### config.mk
export PLATFORM = sky130hd
export DESIGN_NAME = fetch_ctrl
export DESIGN_NICKNAME = d
export VERILOG_FILES = /design/src/rtl/fetch_pkg.sv /design/src/rtl/npc_sel.sv /design/src/rtl/fetch_ctrl.sv
export SDC_FILE = /design/constraint.sdc
export NUM_CORES = 1
export LEC_CHECK = 0
export CAP_MARGIN = 10
export CORE_AREA = 2 2 124 126
export DETAILED_ROUTE_END_ITERATION = 8
export DIE_AREA = 0 0 126 128
export HOLD_SLACK_MARGIN = 0.08
export PLACE_DENSITY = 0.78
export REMOVE_ABC_BUFFERS = 1
export SETUP_SLACK_MARGIN = 0.1
export SLEW_MARGIN = 20
export SYNTH_ARGS = -nofsm -noshare
export SYNTH_HDL_FRONTEND = slang
export SYNTH_SLANG_ARGS = --single-unit
### constraint.sdc
create_clock -name clock -period 6.8 [get_ports clock]
set_input_delay 1.36 -clock clock [delete_from_list [all_inputs] [get_ports clock]]
set_output_delay 1.36 -clock clock [all_outputs]
set_load 0.01 [all_outputs]
### src/rtl/fetch_pkg.sv
// Shared definitions for the instruction fetch controller: FSM states, exception
// cause codes and default reset/vector addresses.
package fetch_pkg;

    localparam logic [31:0] RESET_PC_DEFAULT   = 32'h0000_3000;
    localparam logic [31:0] EXC_VECTOR_DEFAULT = 32'h0000_4180;

    typedef enum logic [1:0] {
        IDLE = 2'd0,
        REQ  = 2'd1,
        EXEC = 2'd2
    } fetch_state_t;

    typedef enum logic [1:0] {
        CAUSE_NONE     = 2'd0,
        CAUSE_EXT      = 2'd1,
        CAUSE_MISALIGN = 2'd2
    } exc_cause_t;

    function automatic logic misaligned(input logic [31:0] addr);
        return addr[1:0] != 2'b00;
    endfunction

endpackage

### src/rtl/npc_sel.sv
// Next-PC selection for a retiring instruction: redirect priority plus the
// misaligned-target check that turns a bad redirect into an exception.
module npc_sel import fetch_pkg::*; #(
    parameter logic [31:0] EXC_VECTOR = EXC_VECTOR_DEFAULT
) (
    input  logic [31:0] pc,
    input  logic [31:0] epc,
    input  logic        exc,
    input  logic        eret,
    input  logic        jmp,
    input  logic [31:0] jmp_target,
    input  logic        br_taken,
    input  logic [31:0] br_target,
    output logic [31:0] npc,
    output logic        take_exc,
    output exc_cause_t  cause
);

    logic [31:0] target;
    logic        redirect;

    always_comb begin
        redirect = 1'b1;
        target   = pc + 32'd4;
        if (eret) begin
            target = epc;
        end else if (jmp) begin
            target = jmp_target;
        end else if (br_taken) begin
            target = br_target;
        end else begin
            redirect = 1'b0;
        end

        npc      = target;
        take_exc = 1'b0;
        cause    = CAUSE_NONE;
        // The sequential pc+4 path is never checked for alignment, only redirects.
        if (exc) begin
            npc      = EXC_VECTOR;
            take_exc = 1'b1;
            cause    = CAUSE_EXT;
        end else if (redirect && misaligned(target)) begin
            npc      = EXC_VECTOR;
            take_exc = 1'b1;
            cause    = CAUSE_MISALIGN;
        end
    end

endmodule

### src/rtl/fetch_ctrl.sv
// Fetch controller: IDLE/REQ/EXEC sequencing, instruction latch, exception PC
// capture and retired-instruction counter.
module fetch_ctrl import fetch_pkg::*; #(
    parameter logic [31:0] RESET_PC   = RESET_PC_DEFAULT,
    parameter logic [31:0] EXC_VECTOR = EXC_VECTOR_DEFAULT
) (
    input  logic        clock,
    input  logic        reset,
    input  logic [31:0] pc,
    output logic [31:0] npc,
    output logic        pc_en,
    output logic        imem_req,
    output logic [31:0] imem_addr,
    input  logic        imem_ack,
    input  logic [31:0] imem_rdata,
    output logic [31:0] instr,
    output logic        instr_valid,
    input  logic        stall,
    input  logic        br_taken,
    input  logic [31:0] br_target,
    input  logic        jmp,
    input  logic [31:0] jmp_target,
    input  logic        exc,
    input  logic        eret,
    output logic [31:0] epc,
    output logic [1:0]  exc_cause,
    output logic [31:0] retired
);

    fetch_state_t state;
    fetch_state_t state_nxt;
    logic         retire;
    logic [31:0]  sel_npc;
    logic         sel_exc;
    exc_cause_t   sel_cause;

    npc_sel #(.EXC_VECTOR(EXC_VECTOR)) u_npc_sel (
        .pc         (pc),
        .epc        (epc),
        .exc        (exc),
        .eret       (eret),
        .jmp        (jmp),
        .jmp_target (jmp_target),
        .br_taken   (br_taken),
        .br_target  (br_target),
        .npc        (sel_npc),
        .take_exc   (sel_exc),
        .cause      (sel_cause)
    );

    always_ff @(posedge clock or posedge reset) begin
        if (reset) begin
            state <= IDLE;
        end else begin
            state <= state_nxt;
        end
    end

    always_comb begin
        state_nxt   = state;
        imem_req    = 1'b0;
        instr_valid = 1'b0;
        pc_en       = 1'b0;
        retire      = 1'b0;
        case (state)
            IDLE: state_nxt = REQ;
            REQ: begin
                imem_req = 1'b1;
                if (imem_ack) begin
                    state_nxt = EXEC;
                end
            end
            EXEC: begin
                instr_valid = 1'b1;
                // An external exception forces retirement even under stall.
                if (!stall || exc) begin
                    retire    = 1'b1;
                    pc_en     = 1'b1;
                    state_nxt = REQ;
                end
            end
            default: state_nxt = IDLE;
        endcase
    end

    assign imem_addr = pc;
    assign npc = reset ? RESET_PC : ((state == EXEC) ? sel_npc : pc + 32'd4);

    always_ff @(posedge clock or posedge reset) begin
        if (reset) begin
            instr     <= '0;
            epc       <= '0;
            exc_cause <= '0;
            retired   <= '0;
        end else begin
            if (state == REQ && imem_ack) begin
                instr <= imem_rdata;
            end
            if (retire) begin
                if (sel_exc) begin
                    epc       <= pc;
                    exc_cause <= sel_cause;
                end else begin
                    retired <= retired + 32'd1;
                end
            end
        end
    end

endmodule

# After elaboration in Yosys (flattened, before gate mapping)
# Index checks and enable logic that the tools add are counted.
# Widths: inputs -> output; s select.
op_classes:
  addsub: 2
  n_eq_ne: 4
  n_reduce_logical: 9
  n_mux: 21
  n_bitwise: 1
op_table:
  columns: ["op", "n"]
  rows:
  - ["$mux 32", 7]
  - ["$add 32x1->32 const B", 1]
  - ["$add 32x3->32 const B", 1]
  - ["$mux 1", 9]
  - ["$mux 2", 4]
  - ["$pmux 2 s3", 1]
  - ["$reduce_and 2->1", 3]
  - ["$ne 2x2->1 const B", 2]
  - ["$eq 2x1->1 const B", 1]
  - ["$eq 2x2->1 const B", 1]
  - ["$logic_and 1x1->1", 2]
  - ["$logic_not 2->1", 1]
  - ["$reduce_bool 2->1", 1]
  - ["$logic_not 1->1", 1]
  - ["$logic_or 1x1->1", 1]
  - ["$not 1->1", 1]
totals:
  elab_cells: 42
  output_inout_bits: 165
  ff_bits: 100
  in_bits: 136

# Depth between registers and ports, before layout
# Gate-level depths: netlist of the first run.
depth:
  word_depth: 10
  ltp_mapped: 9
  mapped_depth_nobuf: 6

# Modules after synthesis
# From an unflattened synthesis of the first run, not the netlist that was laid out.
hier_totals:
  hier_cells: 722
  area_unflattened_um2: 6727.7
by_module_without_submodules:
  columns: ["mod", "seq_area_each_um2", "cells_each", "area_each_um2", "n_inst"]
  rows:
  - ["fetch_ctrl", 2502.4, 468, 5186.2, 1]
  - ["npc_sel", 0.0, 254, 1541.5, 1]

# Worst setup path after synthesis of the first run
# No wires, ideal clock.
synth_path:
  path_kind: "input -> output"
  start: "input reset"
  end: "output npc[14]"
  arrival_ns: 4.463
  path_slack_ns: 0.977
  path_buffers: 1
  cell_stages: 4
  required_ns: 5.440
  cell_sequence: "clkbuf_1 > inv_1 > nand2_1 > o22ai_1"
synth_between:
  elab_chain_len: 1
synth_rtl:
  columns: ["item", "line_no", "source"]
  rows:
  - ["from (decl)", "fetch_ctrl.sv:8", "input logic reset,"]
  - ["$mux 32", "fetch_ctrl.sv:87", "assign npc = reset ? RESET_PC : ((state == EXEC) ? sel_npc : pc + 32'd4);"]
  - ["to (decl)", "fetch_ctrl.sv:10", "output logic [31:0] npc,"]
# Every way passes these cells.

# Worst setup path in the final report of the first run
layout_path:
  start: "input jmp"
  end: "output npc[26]"
layout_between:
  elab_chain_len: 8
  elab_cells_between_ends: 10
  cone_classes: "mux: 8; reduce/logical: 2"
layout_rtl:
  columns: ["item", "line_no", "source"]
  rows:
  - ["from (decl)", "fetch_ctrl.sv:21", "input logic jmp,"]
  - ["$mux 32", "npc_sel.sv:27", "end else if (jmp) begin"]
  - ["$mux 32", "npc_sel.sv:25", "if (eret) begin"]
  - ["$reduce_bool 2->1", "fetch_pkg.sv:21", "return addr[1:0] != 2'b00;"]
  - ["$logic_and 1x1->1", "npc_sel.sv:43", "end else if (redirect && misaligned(target)) begin"]
  - ["$mux 32 (*)", "npc_sel.sv:43", null]
  - ["$mux 32 (*)", "npc_sel.sv:39", "if (exc) begin"]
  - ["$mux 32 (*) (2 in a row)", "fetch_ctrl.sv:87", null]
# Every way passes the cells marked *; elsewhere a longest branch is shown, timed or not.

==> flow_summary.ini, run 1 <==
[sta]
worstMarginPinSlew_ps = 897
drv_slew = 0
fin_tns_setup_ps = 0
hold_violations = 0
fmax_ghz = 0.171
finalCritPeriodShare_pct = 85.8
max_slew_margin_pct = 39.9
rsz0062_at_grt = false
setup_viol = 0
timing.final.ws_setup_ps = 964
clock-skew-final_ps = 7.36
fin_crit_ps = 5840

[clocking]
htreeDepth = 3
cts-root-buf = clkbuf_16
max-clock-path-buffers = 2
ctsResizeCount = 0
postCtsHoldBufs = 0
clock-sinks = 100
clkLatencyLatePin_ps = 340
numCtsBuffers = 9
cts_setup_buffers = 0
cts_tree = done
clk_pin_slew_ps = 70

[synth]
ys_seq_elements = 100
synth_top_area_share_pct = 42.0
synth_cell_types = 45
synth_edf_count = 0
synthArstFlopShare_pct = 100
ys.flop_type = dfrtp_1
syn-instance-count = 581
avgSynthCellArea_um2 = 10.3
seq_area_frac_synth_pct = 42.0
synth_area_leader_cell = dfrtp_1
yosys_warnings = 0
synth_area_leaders = dfrtp_1 (42%), mux2_4 (7.6%), mux2_2 (6.6%), xnor2_1 (4.8%), buf_4 (4.0%)
netlist_area_um2 = 5960

[min_path]
worstHoldPathCells = 1
hold_end = retired[31]
hp-start = retired[31]
hold_path.class = flip-flop to flip-flop

[placed_design]
pre_cts_ws_ps = 994
hpwl_um = 14700
io_buffers = 300
routabilityCongestion = 0.823

[routing]
vias = 5552
drt_first_pass_iters = 5
drt_iter0_drc = 222
wl_per_cell_um = 19.2
finalWirelength_um = 19900
drc = 0
antenna_left = 0
vias_per_cell = 5.36

[die]
die_y_um = 128
start_util_pct = 40.1
die_area_um2 = 16100
core_um2 = 14900
num_rows = 45
pin_count = 301
die_w_um = 126

[power]
p_per_area_nw_per_um2 = 295
ir_worst_vdd_v = 0.000141
p_total_mw = 2.71
power_leakage_nw = 3.72

[worst_setup_path]
r2r-start = state[0]
cp_slowest_cell = clkdlybuf4s50_1
path_buf_inv = 2
critPathArrivalTime_ps = 4480
cp_max_fo = 14
ff2ff_setup_slack_ps = 4270
worst_setup_path_start_kind = input pin
path_class = input pin to output pin
r2r_end = epc[22]
worstPathRequired_ps = 5440
crit_family = buffers and inverters
crit_top_cell = clkdlybuf4s50_1
cp-end-kind = output pin
path_cells = clkdlybuf4s50_1 > nor3b_1 > a2111oi_4 > nor3_2 > a21oi_1 > a211oi_1 > clkdlybuf4s50_1
cpPeakStageDelay_ps = 770
r2r_cells = 7

[finish]
fillers = 1299
regArea_um2 = 2500
nets = 979
areaGrowthSynthToFinish_pct = 54.2
final_util_pct = 61.8
multiInputGateArea_um2 = 3030
drive_above_1_share_pct = 12.3

[global_route]
first_global_vias = 5419
grt_pass1_wl_um = 30300
track_usage_pct = 24.0
antenna_found_initial = 0
globalRouteOverflowTotal = 0
grt_max_degree = 56

[flow_run]
cap_violations = 0

[outcome]
outcome = completed
==> sequential cells by signal (all words and copies together) (netlist names) <==
signal     count
state          2
exc_cause      2
epc           32
retired       32
instr         32
==> layer usage <==
| metal | track usage [%] | up-vias | part of all wire [%] |
|---|---|---|---|
| met5 | 0 | - | 0 |
| met4 | 6.40 | 0 | 1.4 |
| li1 | - | 2610 | - |
| met3 | 5.18 | 22 | 7.2 |
| met2 | 40.4 | 237 | 49 |
| met1 | 31.4 | 2683 | 43 |
==> cells in the final DEF, fill, tap and decap left out, drive strengths merged, types with 5 or more instances in the layout <==
cell,netlist,final
nand4,22,22
nand3,25,25
o21ai,15,15
clkbuf,20,9
xor2,25,25
o22ai,31,31
buf,44,14
a22oi,6,6
xnor2,33,33
nor4,8,8
nand2b,5,5
mux2,65,65
dfrtp,100,100
nor3,10,10
nor2,36,36
a221oi,13,13
and3,11,11
nand2,38,38
a21oi,30,30
clkdlybuf4s50,0,299
a211oi,13,13
inv,6,9
==> metrics by stage <==
stage	cell area [um^2]	hold slack (ps)	cells
2_1_floorplan	5560	464	517
3_3_place_gp	8900	456	1018
3_5_place_dp	8900	461	1018
4_1_cts	9190	471	1034
5_1_grt	9190	478	1034
6_report	9190	466	1035
==> cell usage after synthesis (2+ instances only) <==
master / n
a211o_1: 2
a211oi_1: 13
a21oi_1: 30
a221oi_1: 13
a22o_1: 2
a22oi_1: 6
and2_1: 2
and3_1: 11
and4_1: 2
buf_1: 2
buf_2: 6
buf_4: 32
buf_6: 4
clkbuf_1: 20
dfrtp_1: 100
ha_1: 2
inv_1: 6
mux2_2: 35
mux2_4: 30
nand2_1: 37
nand2b_1: 5
nand3_1: 25
nand3b_1: 2
nand4_1: 22
nor2_1: 36
nor2b_1: 3
nor3_1: 9
nor4_1: 6
o21ai_0: 15
o22ai_1: 31
or3_1: 2
xnor2_1: 33
xor2_1: 25
==> final cells by class <==
cell class | count | share of cell area (%)
Sequential cell | 100 | 27.2
Inverter | 7 | 0.313
Multi-Input combinational cell | 410 | 33.0
Timing Repair Buffer | 313 | 33.7
Tap cell | 188 | 2.56
Clock buffer | 9 | 2.45
Antenna cell | 1 | 0.0272
Clock inverter | 7 | 0.722
==> worst register-to-register path: stages (launching register included) <==
cell	delay (ps)
dfrtp_1	410
nand2b_1	150
buf_4	220
inv_1	220
buf_4	330
and2_1	250
nand2_4	350
mux2_4	480
==> cells by family after synthesis <==
kind of cell	count (synthesis)	share of synthesized area, %
compound gates	115	12.7
simple gates	169	14.9
fa+ha+maj	2	0.420
mux	66	14.3
xor+xnor	58	8.52
flops	100	42.0
buf+inv	71	7.12
==> how the worst max path moves through the flow <==
stage                     start      end  slack (ps)  depth (start not counted)
after detailed placement    jmp  npc[22]         990                          7
final                       jmp  npc[26]         960                          7
after global placement      jmp  npc[26]        1050                          7
after CTS                   jmp  npc[26]         970                          7
after global routing        jmp  npc[28]         710                          7
after floorplan           reset  npc[14]        1180                          3
==> power breakdown <==
group / total, mW / internal [mW] / switching (mW)
Combinational: 1.25 / 0.765 / 0.483
Sequential: 0.950 / 0.802 / 0.147
Clock: 0.511 / 0.258 / 0.253
Power figures use the tool's default switching activity.
==> run 2, diff against run 1 <==
SLEW_MARGIN = default   (was 20)
==> results of run 2 <==
Same layout as run 1: the final DEF is identical, and so are final timing and power.
